<file path="config.mk">
export PLATFORM = sky130hd
export DESIGN_NAME = prt_tx_drain
export DESIGN_NICKNAME = d
export VERILOG_FILES = /design/src/rtl/prt_tx_drain.sv
export SDC_FILE = /design/constraint.sdc
export NUM_CORES = 1
export LEC_CHECK = 0
export ABC_CLOCK_PERIOD_IN_PS = 3300
export CAP_MARGIN = 20
export CORE_UTILIZATION = 40
export DETAILED_ROUTE_END_ITERATION = 7
export HOLD_SLACK_MARGIN = 0.1
export PLACE_DENSITY = 0.66
export SLEW_MARGIN = 20
export SYNTH_ARGS = -nofsm -noshare
export SYNTH_HDL_FRONTEND = slang
export SYNTH_SLANG_ARGS = --single-unit
</file>
<file path="constraint.sdc">
create_clock -name CLK -period 3.3 [get_ports CLK]
set_clock_uncertainty 0.2 [all_clocks]
set_input_delay 0.33 -clock CLK [delete_from_list [all_inputs] [get_ports CLK]]
set_output_delay 0.33 -clock CLK [all_outputs]
set_load 0.05 [all_outputs]
</file>
<file path="src/rtl/prt_tx_drain.sv">
// Drains one PRT slot onto an AXI-Stream style egress port through a small FIFO,
// then releases the slot and reports length/status on a one-cycle done pulse.
module prt_tx_drain #(
   parameter int DATA_WIDTH    = 8,
   parameter int NUM_SLOTS     = 2,
   parameter int SLOT_WIDTH    = $clog2(NUM_SLOTS),
   parameter int MAX_FRAME     = 1518,
   parameter int FIFO_DEPTH    = 4,
   parameter int START_TIMEOUT = 16
) (
   input  logic                  CLK,
   input  logic                  RST_N,
   input  logic                  tx_req_valid,
   input  logic [SLOT_WIDTH-1:0] tx_req_slot,
   output logic                  tx_req_ready,
   output logic                  EN_start_reading_prt_entry,
   output logic [SLOT_WIDTH-1:0] start_reading_prt_entry_slot,
   input  logic                  RDY_start_reading_prt_entry,
   output logic                  EN_read_prt_entry,
   input  logic                  RDY_read_prt_entry,
   input  logic [DATA_WIDTH:0]   read_prt_entry,
   output logic                  EN_invalidate_prt_entry,
   output logic [SLOT_WIDTH-1:0] invalidate_prt_entry_slot,
   input  logic                  RDY_invalidate_prt_entry,
   output logic [DATA_WIDTH-1:0] m_tdata,
   output logic                  m_tvalid,
   output logic                  m_tlast,
   input  logic                  m_tready,
   output logic                  tx_done,
   output logic [15:0]           tx_len,
   output logic [1:0]            tx_err
);

   localparam int AW = $clog2(FIFO_DEPTH);
   localparam int CW = $clog2(MAX_FRAME + 1);
   localparam int TW = $clog2(START_TIMEOUT + 1);
   localparam logic [AW:0]   DEPTH_C = (AW+1)'(FIFO_DEPTH);
   localparam logic [CW:0]   MAX_C   = (CW+1)'(MAX_FRAME);
   localparam logic [TW-1:0] TO_LAST = TW'(START_TIMEOUT - 1);

   typedef enum logic [2:0] {IDLE, START, FETCH, FLUSH, INVAL, DONE} state_t;

   state_t                state, state_d;
   logic [SLOT_WIDTH-1:0] slot_q;
   logic [CW-1:0]         rcv_cnt;
   logic [TW-1:0]         to_cnt;
   logic [1:0]            err_q, err_d;
   logic                  err_set;
   logic [15:0]           len_q;
   logic                  inflight;
   logic                  stage_valid;
   logic [DATA_WIDTH-1:0] stage_data;
   logic                  stage_load;

   logic [DATA_WIDTH:0]   fifo_mem [FIFO_DEPTH];
   logic [DATA_WIDTH:0]   fifo_head;
   logic [AW-1:0]         wr_ptr, rd_ptr;
   logic [AW:0]           fifo_cnt;
   logic                  push, push_last, pop, can_push, fetch_ok, rd_complete;

   assign rd_complete = read_prt_entry[DATA_WIDTH];
   assign fifo_head   = fifo_mem[rd_ptr];
   assign m_tvalid    = (fifo_cnt != '0);
   assign m_tdata     = m_tvalid ? fifo_head[DATA_WIDTH-1:0] : '0;
   assign m_tlast     = m_tvalid & fifo_head[DATA_WIDTH];
   assign pop         = m_tvalid & m_tready;
   assign can_push    = (fifo_cnt != DEPTH_C) | pop;

   // A fetch is only issued if its byte is guaranteed FIFO room and cannot overshoot the frame limit.
   assign fetch_ok = RDY_read_prt_entry
                   & ((fifo_cnt + (AW+1)'(inflight)) < DEPTH_C)
                   & (({1'b0, rcv_cnt} + (CW+1)'(inflight)) < MAX_C);

   assign tx_req_ready                 = (state == IDLE);
   assign tx_done                      = (state == DONE);
   assign tx_len                       = len_q;
   assign tx_err                       = err_q;
   assign start_reading_prt_entry_slot = slot_q;
   assign invalidate_prt_entry_slot    = slot_q;

   always_comb begin
      state_d                    = state;
      push                       = 1'b0;
      push_last                  = 1'b0;
      stage_load                 = 1'b0;
      err_set                    = 1'b0;
      err_d                      = 2'd0;
      EN_start_reading_prt_entry = 1'b0;
      EN_read_prt_entry          = 1'b0;
      EN_invalidate_prt_entry    = 1'b0;
      case (state)
         IDLE: if (tx_req_valid) state_d = START;
         START: begin
            EN_start_reading_prt_entry = 1'b1;
            if (RDY_start_reading_prt_entry) begin
               state_d = FETCH;
            end else if (to_cnt == TO_LAST) begin
               err_set = 1'b1;
               err_d   = 2'd1;
               state_d = DONE;
            end
         end
         FETCH: begin
            // The staged byte is only known to be last once the following word arrives.
            if (inflight && rd_complete) begin
               push      = stage_valid;
               push_last = 1'b1;
               state_d   = FLUSH;
            end else if (inflight) begin
               push              = stage_valid;
               stage_load        = 1'b1;
               EN_read_prt_entry = fetch_ok;
            end else if (stage_valid && ({1'b0, rcv_cnt} == MAX_C)) begin
               if (can_push) begin
                  push      = 1'b1;
                  push_last = 1'b1;
                  err_set   = 1'b1;
                  err_d     = 2'd2;
                  state_d   = FLUSH;
               end
            end else begin
               EN_read_prt_entry = fetch_ok;
            end
         end
         FLUSH: if (fifo_cnt == '0 && !inflight) state_d = INVAL;
         INVAL: begin
            EN_invalidate_prt_entry = 1'b1;
            if (RDY_invalidate_prt_entry) state_d = DONE;
         end
         DONE: state_d = IDLE;
         default: state_d = IDLE;
      endcase
   end

   always_ff @(posedge CLK) begin
      if (!RST_N) begin
         state       <= IDLE;
         slot_q      <= '0;
         rcv_cnt     <= '0;
         to_cnt      <= '0;
         err_q       <= 2'd0;
         len_q       <= '0;
         inflight    <= 1'b0;
         stage_valid <= 1'b0;
         stage_data  <= '0;
      end else begin
         state    <= state_d;
         inflight <= EN_read_prt_entry;
         if (state == IDLE && tx_req_valid) begin
            slot_q      <= tx_req_slot;
            rcv_cnt     <= '0;
            to_cnt      <= '0;
            err_q       <= 2'd0;
            len_q       <= '0;
            stage_valid <= 1'b0;
         end else begin
            if (state == START) to_cnt <= to_cnt + 1'b1;
            if (err_set) err_q <= err_d;
            if (stage_load) begin
               stage_data  <= read_prt_entry[DATA_WIDTH-1:0];
               stage_valid <= 1'b1;
               rcv_cnt     <= rcv_cnt + 1'b1;
            end else if (push) begin
               stage_valid <= 1'b0;
            end
            if (pop && len_q != 16'hFFFF) len_q <= len_q + 16'd1;
         end
      end
   end

   always_ff @(posedge CLK) begin
      if (!RST_N) begin
         wr_ptr   <= '0;
         rd_ptr   <= '0;
         fifo_cnt <= '0;
      end else begin
         if (push) wr_ptr <= wr_ptr + 1'b1;
         if (pop)  rd_ptr <= rd_ptr + 1'b1;
         case ({push, pop})
            2'b10:   fifo_cnt <= fifo_cnt + 1'b1;
            2'b01:   fifo_cnt <= fifo_cnt - 1'b1;
            default: fifo_cnt <= fifo_cnt;
         endcase
      end
   end

   always_ff @(posedge CLK) begin
      if (push) fifo_mem[wr_ptr] <= {push_last, stage_data};
   end

endmodule

</file>
==> results.ini, run 1 <==
[drt]
post_drt_via_cell_ratio = 5.17
wire_per_inst_um = 14.6
drt.antenna.violating_nets = 0
drt_iter0_drc = 145
drc = 0
wirelength_um = 8660
vias = 3079
first_pass_iters = 4

[power_and_ir_drop]
fin_total_pwr_mw = 2.47
p_int_mw = 1.78
ir_drop_mv = 0.227
p_clk_frac = 0.340
p_per_area_mw_per_mm2 = 481
combPwrFrac = 0.151
swShare = 0.278
p_seq_frac = 0.509
p_leak_nw = 1.75
power_switching_mw = 0.687

[synth]
syn_avg_cell_area_um2 = 10.5
synth-seq-cells = 93
synth_edf_count = 36
synth.distinct_cells = 57
synth_area_leaders = dfxtp_1, edfxtp_1, mux4_2, xnor2_1, nand2_1
synth_area_mm2 = 0.00430
synth_ff_type = dfxtp_1
synth-warning-count = 0
synth_largest_area_cell = dfxtp_1
synth_fp_nets = 437
synth_top_area_frac = 0.265
synthArstFlopShare = 0
synthCells = 408
synth-seq-area-share = 0.517

[sta]
fin_setup_tns_ps = 0
max_freq_ghz = 0.328
hold_slack_ps = 293
setup_viol = 0
period_needed_ps = 3050
hold_viol_final = 0
tightestPinTransition_ps = 633
slew_headroom = 0.572
slew_viol_final = 0
layout_worst_path_cycle_share = 0.924
rsz0062_at_grt = no

[global_route]
track_usage = 0.166
grt_max_degree = 36
grt_pass1_wl_um = 14400
first_global_vias = 3024
antenna_found_initial = 0
grt.overflow.total = 0

[layout]
area_growth_pct = 19.4
antenna_cells = 0
final_cell_mix = dfxtp_1, clkdlybuf4s50_1, nand2_1, nor2_1, edfxtp_1
fillers = 958
drive_gt1_frac = 0.0871
final_common_cell = dfxtp_1
final_cell_area_mm2 = 0.00513
final_nets = 483

[floorplan]
coreArea_mm2 = 0.0104
fp.dieW_um = 106
die_y_um = 106
ioPinCount = 52
die-area_mm2 = 0.0112
start_util = 0.415
rows = 37

[clock_tree]
cts_root_buffer = clkbuf_8
cts_setup_buffers = 0
clk_latency_ps = 370
cts_tree = built
numCtsBuffers = 9
h-tree-depth = 3
path_clk_slew_ps = 90
cts.path.max_buffers = 2
cts_sinks = 93

[critical_path]
critical_path_class = reg2reg
crit_path_end = fifo_cnt[2]$_SDFFE_PN0P_
startpoint_type = flip-flop
worstSetupEndpointType = flip-flop
crit_fanout = 8
arrival_ps = 3140
r2r-start = rcv_cnt[2]$_SDFFE_PP0P_
cp_data_required_time_ps = 3400
r2r_cells = 11
timing.rr.end = fifo_cnt[2]$_SDFFE_PN0P_
cp-startpoint = rcv_cnt[2]$_SDFFE_PP0P_
rrSetupSlack_ps = 250

[status]
status = completed

[job]
cap_violations = 0

[placed_design]
portBuffers = 51
hpwl_um = 5910
routabilityCongestion = 0.881
place_area_mm2 = 0.00491

[worst_hold_path]
hold_class = reg2reg

## power by group through the flow
stage	Sequential, mW	Clock, mW	Combinational (mW)
CTS	1.26	0.858	0.377
finish	1.26	0.840	0.374
floorplan	1.26	0	0.292
global placement	1.28	0	0.369
detailed placement	1.28	0	0.375
global route	1.26	0.907	0.403
## Yosys cell counts, drive strengths merged (6+ instances only)
library cell	instances
mux4	9
nand2	42
nor3	12
mux2i	6
buf	11
edfxtp	36
and2	17
nor2	42
nand4	10
xnor2	22
a21oi	18
o21ai	8
dfxtp	57
inv	14
nor4	7
xor2	9
nand3	13
ha	11
clkbuf	11
## how the worst min path moves through the flow
stage | startpoint | end | slack, ps | cells past startpoint
after detailed placement | to_cnt[4]$_SDFFE_PP0P_ | to_cnt[4]$_SDFFE_PP0P_ | 280 | 2
after global routing | read_prt_entry[5] | stage_data[5]$_SDFFE_PN0P_ | 300 | 3
final | to_cnt[4]$_SDFFE_PP0P_ | to_cnt[4]$_SDFFE_PP0P_ | 290 | 2
after global placement | to_cnt[4]$_SDFFE_PP0P_ | to_cnt[4]$_SDFFE_PP0P_ | 280 | 2
after floorplan | stage_data[0]$_SDFFE_PN0P_ | fifo_mem[0][0]$_DFFE_PP_ | 260 | 0
after CTS | to_cnt[4]$_SDFFE_PP0P_ | to_cnt[4]$_SDFFE_PP0P_ | 300 | 2
## layout make-up
| class | instances | area, µm² | area share |
|---|---|---|---|
| well taps | 136 | 170 | 0.0332 |
| flip-flops and latches | 93 | 2220 | 0.433 |
| repair buffers | 57 | 551 | 0.107 |
| inverters | 14 | 52.6 | 0.0102 |
| clock buffers | 9 | 124 | 0.0241 |
| clock inverters | 7 | 95.1 | 0.0185 |
| multi-input cells | 279 | 1920 | 0.373 |
## routing by layer
layer / vias to the layer above / share of wire / GRT usage / routed length, µm
met5: - / 0 / 0 / 0
met4: 0 / 0.017 / 0.0655 / 144
li1: 1538 / - / - / -
met1: 1454 / 0.45 / 0.210 / 3900
met3: 11 / 0.042 / 0.0408 / 367
met2: 76 / 0.49 / 0.274 / 4250
## per-stage QoR
| step | instances | setup WS, ps | utilization |
|---|---|---|---|
| floorplan | 408 | 244 | - |
| global placement | 579 | 367 | 0.474 |
| detailed placement | 579 | 287 | 0.474 |
| CTS | 595 | 150 | 0.495 |
| global route | 595 | 36.9 | 0.495 |
| finish | 595 | 251 | 0.495 |
## worst max-delay path: stages (launching register included)
cell      delay (ps)
dfxtp_1          510
nand3b_4         110
or4b_1           470
or4_4            470
a21oi_4          170
inv_1             60
ha_1             210
inv_1             70
fa_1             180
xor2_1            70
or3_1            310
a21oi_1          140
## cells by family (layout without fill, tap and decap cells)
group | after synthesis | count (layout) | synth area share
AO/OA/AOI/OAI | 45 | 45 | 0.0690
XOR/XNOR | 31 | 31 | 0.0632
adder cells (fa/ha/maj) | 12 | 12 | 0.0367
buffers and inverters | 36 | 87 | 0.0375
flip-flops | 93 | 93 | 0.517
multiplexers | 15 | 15 | 0.0611
AND/OR/NAND/NOR | 176 | 176 | 0.216
## sequential cells by signal, indices dropped and copies added, names as in the netlist, named ones only
register,cells
rd_ptr,2
invalidate_prt_entry_slot,1
fifo_mem,36
stage_valid,1
fifo_cnt,3
state,3
to_cnt,5
tx_len,16
stage_data,8
inflight,1
tx_err,2
rcv_cnt,11
wr_ptr,2
## what timing repair did
item | CTS | global route
hold buffers | 0 | 0
gates resized for setup | 0 | 2
setup endpoints to repair | 0 | 1
Note: power is estimated with default switching activity, not from simulation.
==> run 2, diff against run 1 <==
--- a/config.mk
+++ b/config.mk
@@ -7,10 +7,10 @@
 export LEC_CHECK = 0
 export ABC_CLOCK_PERIOD_IN_PS = 3300
 export CAP_MARGIN = 20
-export CORE_UTILIZATION = 40
+export CORE_UTILIZATION = 56
 export DETAILED_ROUTE_END_ITERATION = 7
 export HOLD_SLACK_MARGIN = 0.1
-export PLACE_DENSITY = 0.66
+export PLACE_DENSITY = 0.85
 export SLEW_MARGIN = 20
 export SYNTH_ARGS = -nofsm -noshare
 export SYNTH_HDL_FRONTEND = slang
==> run 2 against run 1 <==
  * Die area decreased by 28%
  * Combinational power about the same
  * Critical endpoint is now EN_read_prt_entry
  * Core utilization increased by 20 points
  * Hold slack improved by 2.6 ps
  * Total power decreased by 0.43%
  * Largest cell class unchanged
  * Critical path depth decreased by 4
==> results.ini, run 2 (synthesis results as in run 1) <==
[critical_path]
timing.rr.end = fifo_cnt[2]$_SDFFE_PN0P_
r2r-start = rcv_cnt[3]$_SDFFE_PP0P_
cp_data_required_time_ps = 2770  ; -630 ps
worstSetupEndpointType = output pin
cp-startpoint = rcv_cnt[0]$_SDFFE_PP0P_
startpoint_type = flip-flop
critical_path_class = reg2out
rrSetupSlack_ps = 190  ; -60 ps
r2r_cells = 11  ; unchanged
crit_fanout = 10  ; +2
arrival_ps = 2600  ; -540 ps

[floorplan]
start_util = 0.586  ; +0.172
coreArea_mm2 = 0.00733  ; -29%
die_y_um = 89.6  ; -15%
die-area_mm2 = 0.00803  ; -28%
ioPinCount = 52  ; unchanged
rows = 31  ; -16%
fp.dieW_um = 89.6  ; -15%

[status]
status = completed

[global_route]
first_global_vias = 2848  ; -5.8%
track_usage = 0.225  ; +0.0586
grt_max_degree = 36  ; unchanged
antenna_found_initial = 0  ; unchanged
grt.overflow.total = 0  ; unchanged
grt_pass1_wl_um = 13400  ; -6.9%

[sta]
slew_headroom = 0.555  ; -0.0172
period_needed_ps = 3130  ; +85.3 ps
setup_viol = 0  ; unchanged
max_freq_ghz = 0.319  ; -2.7%
rsz0062_at_grt = no
tightestPinTransition_ps = 658  ; +25.5 ps
hold_viol_final = 0  ; unchanged
slew_viol_final = 0  ; unchanged
hold_slack_ps = 295  ; +2.62 ps
layout_worst_path_cycle_share = 0.950  ; +0.0258
fin_setup_tns_ps = 0  ; unchanged

[drt]
post_drt_via_cell_ratio = 5.58  ; +7.8%
first_pass_iters = 4  ; unchanged
drc = 0  ; unchanged
drt_iter0_drc = 164  ; +13%
vias = 3119  ; +1.3%
wire_per_inst_um = 15.2  ; +4.2%
drt.antenna.violating_nets = 0  ; unchanged
wirelength_um = 8470  ; -2.1%

[layout]
drive_gt1_frac = 0.0870  ; -0.000189
largest_register_ffs = 36  ; unchanged
regMostFlops = fifo_mem
final_nets = 484  ; +0.21%
fillers = 520  ; -46%
area_growth_pct = 18.6
area.sequential_mm2 = 0.00222  ; -0.11%
utilization = 0.695  ; +0.200
antenna_cells = 0  ; unchanged
final_cell_mix = dfxtp_1, clkdlybuf4s50_1, nand2_1, nor2_1, edfxtp_1
final_common_cell = dfxtp_1
multiInputGateArea_mm2 = 0.00192  ; unchanged

[placed_design]
routabilityCongestion = 0.935  ; +6.1%
portBuffers = 51  ; unchanged
hpwl_um = 5780  ; -2.2%

[clock_tree]
cts_setup_buffers = 0  ; unchanged
numCtsBuffers = 9  ; unchanged
cts_root_buffer = clkbuf_8
cts_tree = built
path_clk_slew_ps = 90  ; about the same
cts-hold-fix-buffers = 0  ; unchanged
clk_latency_ps = 370  ; about the same
cts.path.max_buffers = 2  ; unchanged
cts_sinks = 93  ; unchanged
h-tree-depth = 3  ; unchanged
cts_resized = 0  ; unchanged

[worst_hold_path]
min_to = to_cnt[4]$_SDFFE_PP0P_
holdPathStages = 2  ; unchanged
min_from = to_cnt[4]$_SDFFE_PP0P_
hold_class = reg2reg

[power_and_ir_drop]
ir_drop_mv = 0.325  ; +43%
p_per_area_mw_per_mm2 = 483  ; +0.25%
p_leak_nw = 1.75  ; +0.33%

[job]
cap_violations = 0  ; unchanged

[run 2: area by class of cell]
type / count / area share
clock buffer: 11 / 0.0319
multi-input combinational: 279 / 0.376
clock inverter: 5 / 0.0123
sequential: 93 / 0.436
inverter: 14 / 0.0103
tap: 99 / 0.0243
timing repair buffer: 58 / 0.109
[run 2: stage by stage]
step | power, mW | worst slack, ps | instances | cell area, µm²
6_report | 2.46 | 166 | 559 | 5100
5_1_grt | 2.54 | 11.4 | 559 | 5100
4_1_cts | 2.46 | 202 | 559 | 5100
3_5_place_dp | 1.65 | 211 | 543 | 4870
3_3_place_gp | 1.64 | 366 | 543 | 4870
2_1_floorplan | 1.55 | 244 | 408 | 4300
[run 2: critical path, cell delays in order (launching register included)]
cell,delay [ps]
dfxtp_1,500
and2_1,180
ha_1,240
nand3_1,170
o2111ai_1,250
a211oi_1,90
a2111oi_2,530
buf_4,290
[run 2: metal layers]
metal / vias to the layer above / track usage / share of wire
met1: 1450 / 0.295 / 0.44
met3: 21 / 0.0375 / 0.054
met5: - / 0 / 0
met2: 104 / 0.374 / 0.49
met4: 0 / 0.0909 / 0.018
li1: 1544 / - / -
[run 2: worst max-delay path by stage]
stage,slack [ps],cells past startpoint,to
finish,170,7,EN_read_prt_entry
global route,10,7,EN_read_prt_entry
CTS,200,11,fifo_cnt[2]$_SDFFE_PN0P_
detailed placement,210,11,fifo_cnt[2]$_SDFFE_PN0P_
global placement,370,11,fifo_cnt[2]$_SDFFE_PN0P_
floorplan,240,7,EN_read_prt_entry
[run 2: where the power goes]
group	total [mW]	switching [mW]	internal, mW
logic	0.373	0.228	0.145
registers	1.25	0.0430	1.21
clock network	0.835	0.411	0.423
==> run 3, diff against run 2 <==
--- a/config.mk
+++ b/config.mk
@@ -7,6 +7,7 @@
 export LEC_CHECK = 0
 export ABC_CLOCK_PERIOD_IN_PS = 3300
 export CAP_MARGIN = 20
+export CORE_MARGIN = 3
 export CORE_UTILIZATION = 56
 export DETAILED_ROUTE_END_ITERATION = 7
 export HOLD_SLACK_MARGIN = 0.1
==> run 3 against run 2 <==
  * Core utilization shrank 0.72 points
  * Cell area down 0.52%
  * First-iteration DRC count up 35%
  * Clock power decreased by 7.7%
  * Wire length rose by 1.8%
  * Via count rose by 1.4%
  * Sequential share of layout area grew 0.23 points
  * Total power decreased by 2.6%
==> results.ini, run 3 (synthesis results as in run 1) <==
[status]
status = completed

[sta]
slew_headroom = 0.575  ; +0.0201
setup_viol = 0  ; unchanged
fin_setup_tns_ps = 0  ; unchanged
max_freq_ghz = 0.316  ; -0.96%
period_needed_ps = 3160  ; +30.5 ps
hold_slack_ps = 303  ; +8.14 ps
slew_viol_final = 0  ; unchanged
layout_worst_path_cycle_share = 0.959  ; +0.00925
hold_viol_final = 0  ; unchanged
tightestPinTransition_ps = 632  ; -26.7 ps
rsz0062_at_grt = no

[floorplan]
start_util = 0.583  ; -0.00309
rows = 31  ; unchanged
coreArea_mm2 = 0.00737  ; +0.53%
fp.dieW_um = 93.6  ; +4.5%
ioPinCount = 52  ; unchanged
die_y_um = 93.6  ; +4.5%
die-area_mm2 = 0.00876  ; +9.1%

[layout]
fillers = 563  ; +8.3%
largest_register_ffs = 36  ; unchanged
drive_gt1_frac = 0.0850  ; -0.00199
final_common_cell = dfxtp_1
area_growth_pct = 18.0
final_cell_area_mm2 = 0.00507  ; -0.52%
final_nets = 483  ; -0.21%
regMostFlops = fifo_mem
final_cell_mix = dfxtp_1, clkdlybuf4s50_1, nand2_1, nor2_1, edfxtp_1
antenna_cells = 0  ; unchanged

[clock_tree]
cts_setup_buffers = 0  ; unchanged
cts_resized = 0  ; unchanged
numCtsBuffers = 9  ; unchanged
path_clk_slew_ps = 90  ; about the same
cts.path.max_buffers = 2  ; unchanged
cts-hold-fix-buffers = 0  ; unchanged
h-tree-depth = 3  ; unchanged
clk_latency_ps = 360  ; about the same
cts_sinks = 93  ; unchanged
cts_root_buffer = clkbuf_8
cts_tree = built

[drt]
m1WireLength_um = 3800  ; +2.4%
wire_per_inst_um = 15.5  ; +2.0%
wl_met3_um = 479  ; +5.5%
wirelength_um = 8630  ; +1.8%
drc = 0  ; unchanged
vias = 3162  ; +1.4%
met2_length_um = 4290  ; +3.3%
drt_iter0_drc = 221  ; +35%
first_pass_iters = 5  ; +1
drt.antenna.violating_nets = 0  ; unchanged
post_drt_via_cell_ratio = 5.67  ; +1.6%
dr.max_layer_used = met4

[placed_design]
portBuffers = 51  ; unchanged
routabilityCongestion = 0.933  ; -0.25%
hpwl_um = 6230  ; +7.8%
place_area_mm2 = 0.00486  ; -0.15%

[critical_path]
crit_fanout = 13  ; +3
path_buf_inv = 1  ; unchanged
startpoint_type = flip-flop
cp_data_required_time_ps = 2770  ; about the same
worstSetupEndpointType = output pin
critical_path_class = reg2out
crit_slowest_cell = dfxtp_1
path_cells = and2_1 > ha_1 > nand3_1 > o2111ai_1 > a211oi_1 > a2111oi_2 > buf_4
arrival_ps = 2630  ; +30 ps
critPathTopFamily = compound AO/OA/AOI/OAI gates
max_stage_delay_ps = 580  ; +50 ps

[global_route]
track_usage = 0.208  ; -0.0174
grt.overflow.total = 0  ; unchanged
antenna_found_initial = 0  ; unchanged
grt_pass1_wl_um = 14200  ; +5.7%
grt_max_degree = 36  ; unchanged
first_global_vias = 3026  ; +6.3%

[job]
cap_violations = 0  ; unchanged

[worst_hold_path]
hold_class = reg2reg

[power_and_ir_drop]
p_leak_nw = 1.74  ; -0.68%
ir_drop_mv = 0.282  ; -13%
p_per_area_mw_per_mm2 = 472  ; -2.1%

run 3: final timing paths:
path / cells after the start / slack [ps] / end / startpoint
setup / recovery: 7 / 140 / EN_read_prt_entry / inflight$_SDFF_PN0_
hold / removal: 2 / 300 / to_cnt[4]$_SDFFE_PP0P_ / to_cnt[4]$_SDFFE_PP0P_
setup reg to reg: 11 / 260 / fifo_cnt[2]$_SDFFE_PN0P_ / rcv_cnt[3]$_SDFFE_PP0P_
hold reg to reg: 2 / 300 / to_cnt[4]$_SDFFE_PP0P_ / to_cnt[4]$_SDFFE_PP0P_
run 3: worst reg2reg max path, delay by kind of cell (launching register included):
family	cells	cell delay, ps
simple gates	4	1350
flops	1	500
fa+ha+maj	2	390
compound gates	2	320
buf+inv	2	140
xor+xnor	1	70
run 3: area by class of cell:
class                   count  area [µm²]  area share
clock buffers              10         149      0.0294
repair buffers             57         551       0.109
clock inverters             6        57.6      0.0113
inverters                  14        52.6      0.0104
flip-flops and latches     93        2220       0.438
multi-input cells         279        1920       0.378
well taps                  99         124      0.0244
run 3: metrics by stage:
stage / setup WS (ps) / instances / util / power (mW)
floorplan: 244 / 408 / - / 1.55
global placement: 376 / 542 / 0.660 / 1.64
detailed placement: 264 / 542 / 0.660 / 1.65
CTS: 187 / 558 / 0.688 / 2.41
global route: 3.61 / 558 / 0.688 / 2.49
finish: 135 / 558 / 0.688 / 2.40
run 3: where the power goes:
part	total (mW)	internal, mW	leakage, nW	switching, mW
Sequential	1.26	1.21	0.869	0.0461
Combinational	0.369	0.144	0.767	0.225
Clock	0.771	0.339	0.106	0.432
Total	2.40	1.69	1.74	0.703
run 3: routing by layer:
metal | track usage | vias to the layer above
met5 | 0 | -
met4 | 0.0469 | 0
met3 | 0.0483 | 6
met2 | 0.350 | 104
met1 | 0.274 | 1513
li1 | - | 1539
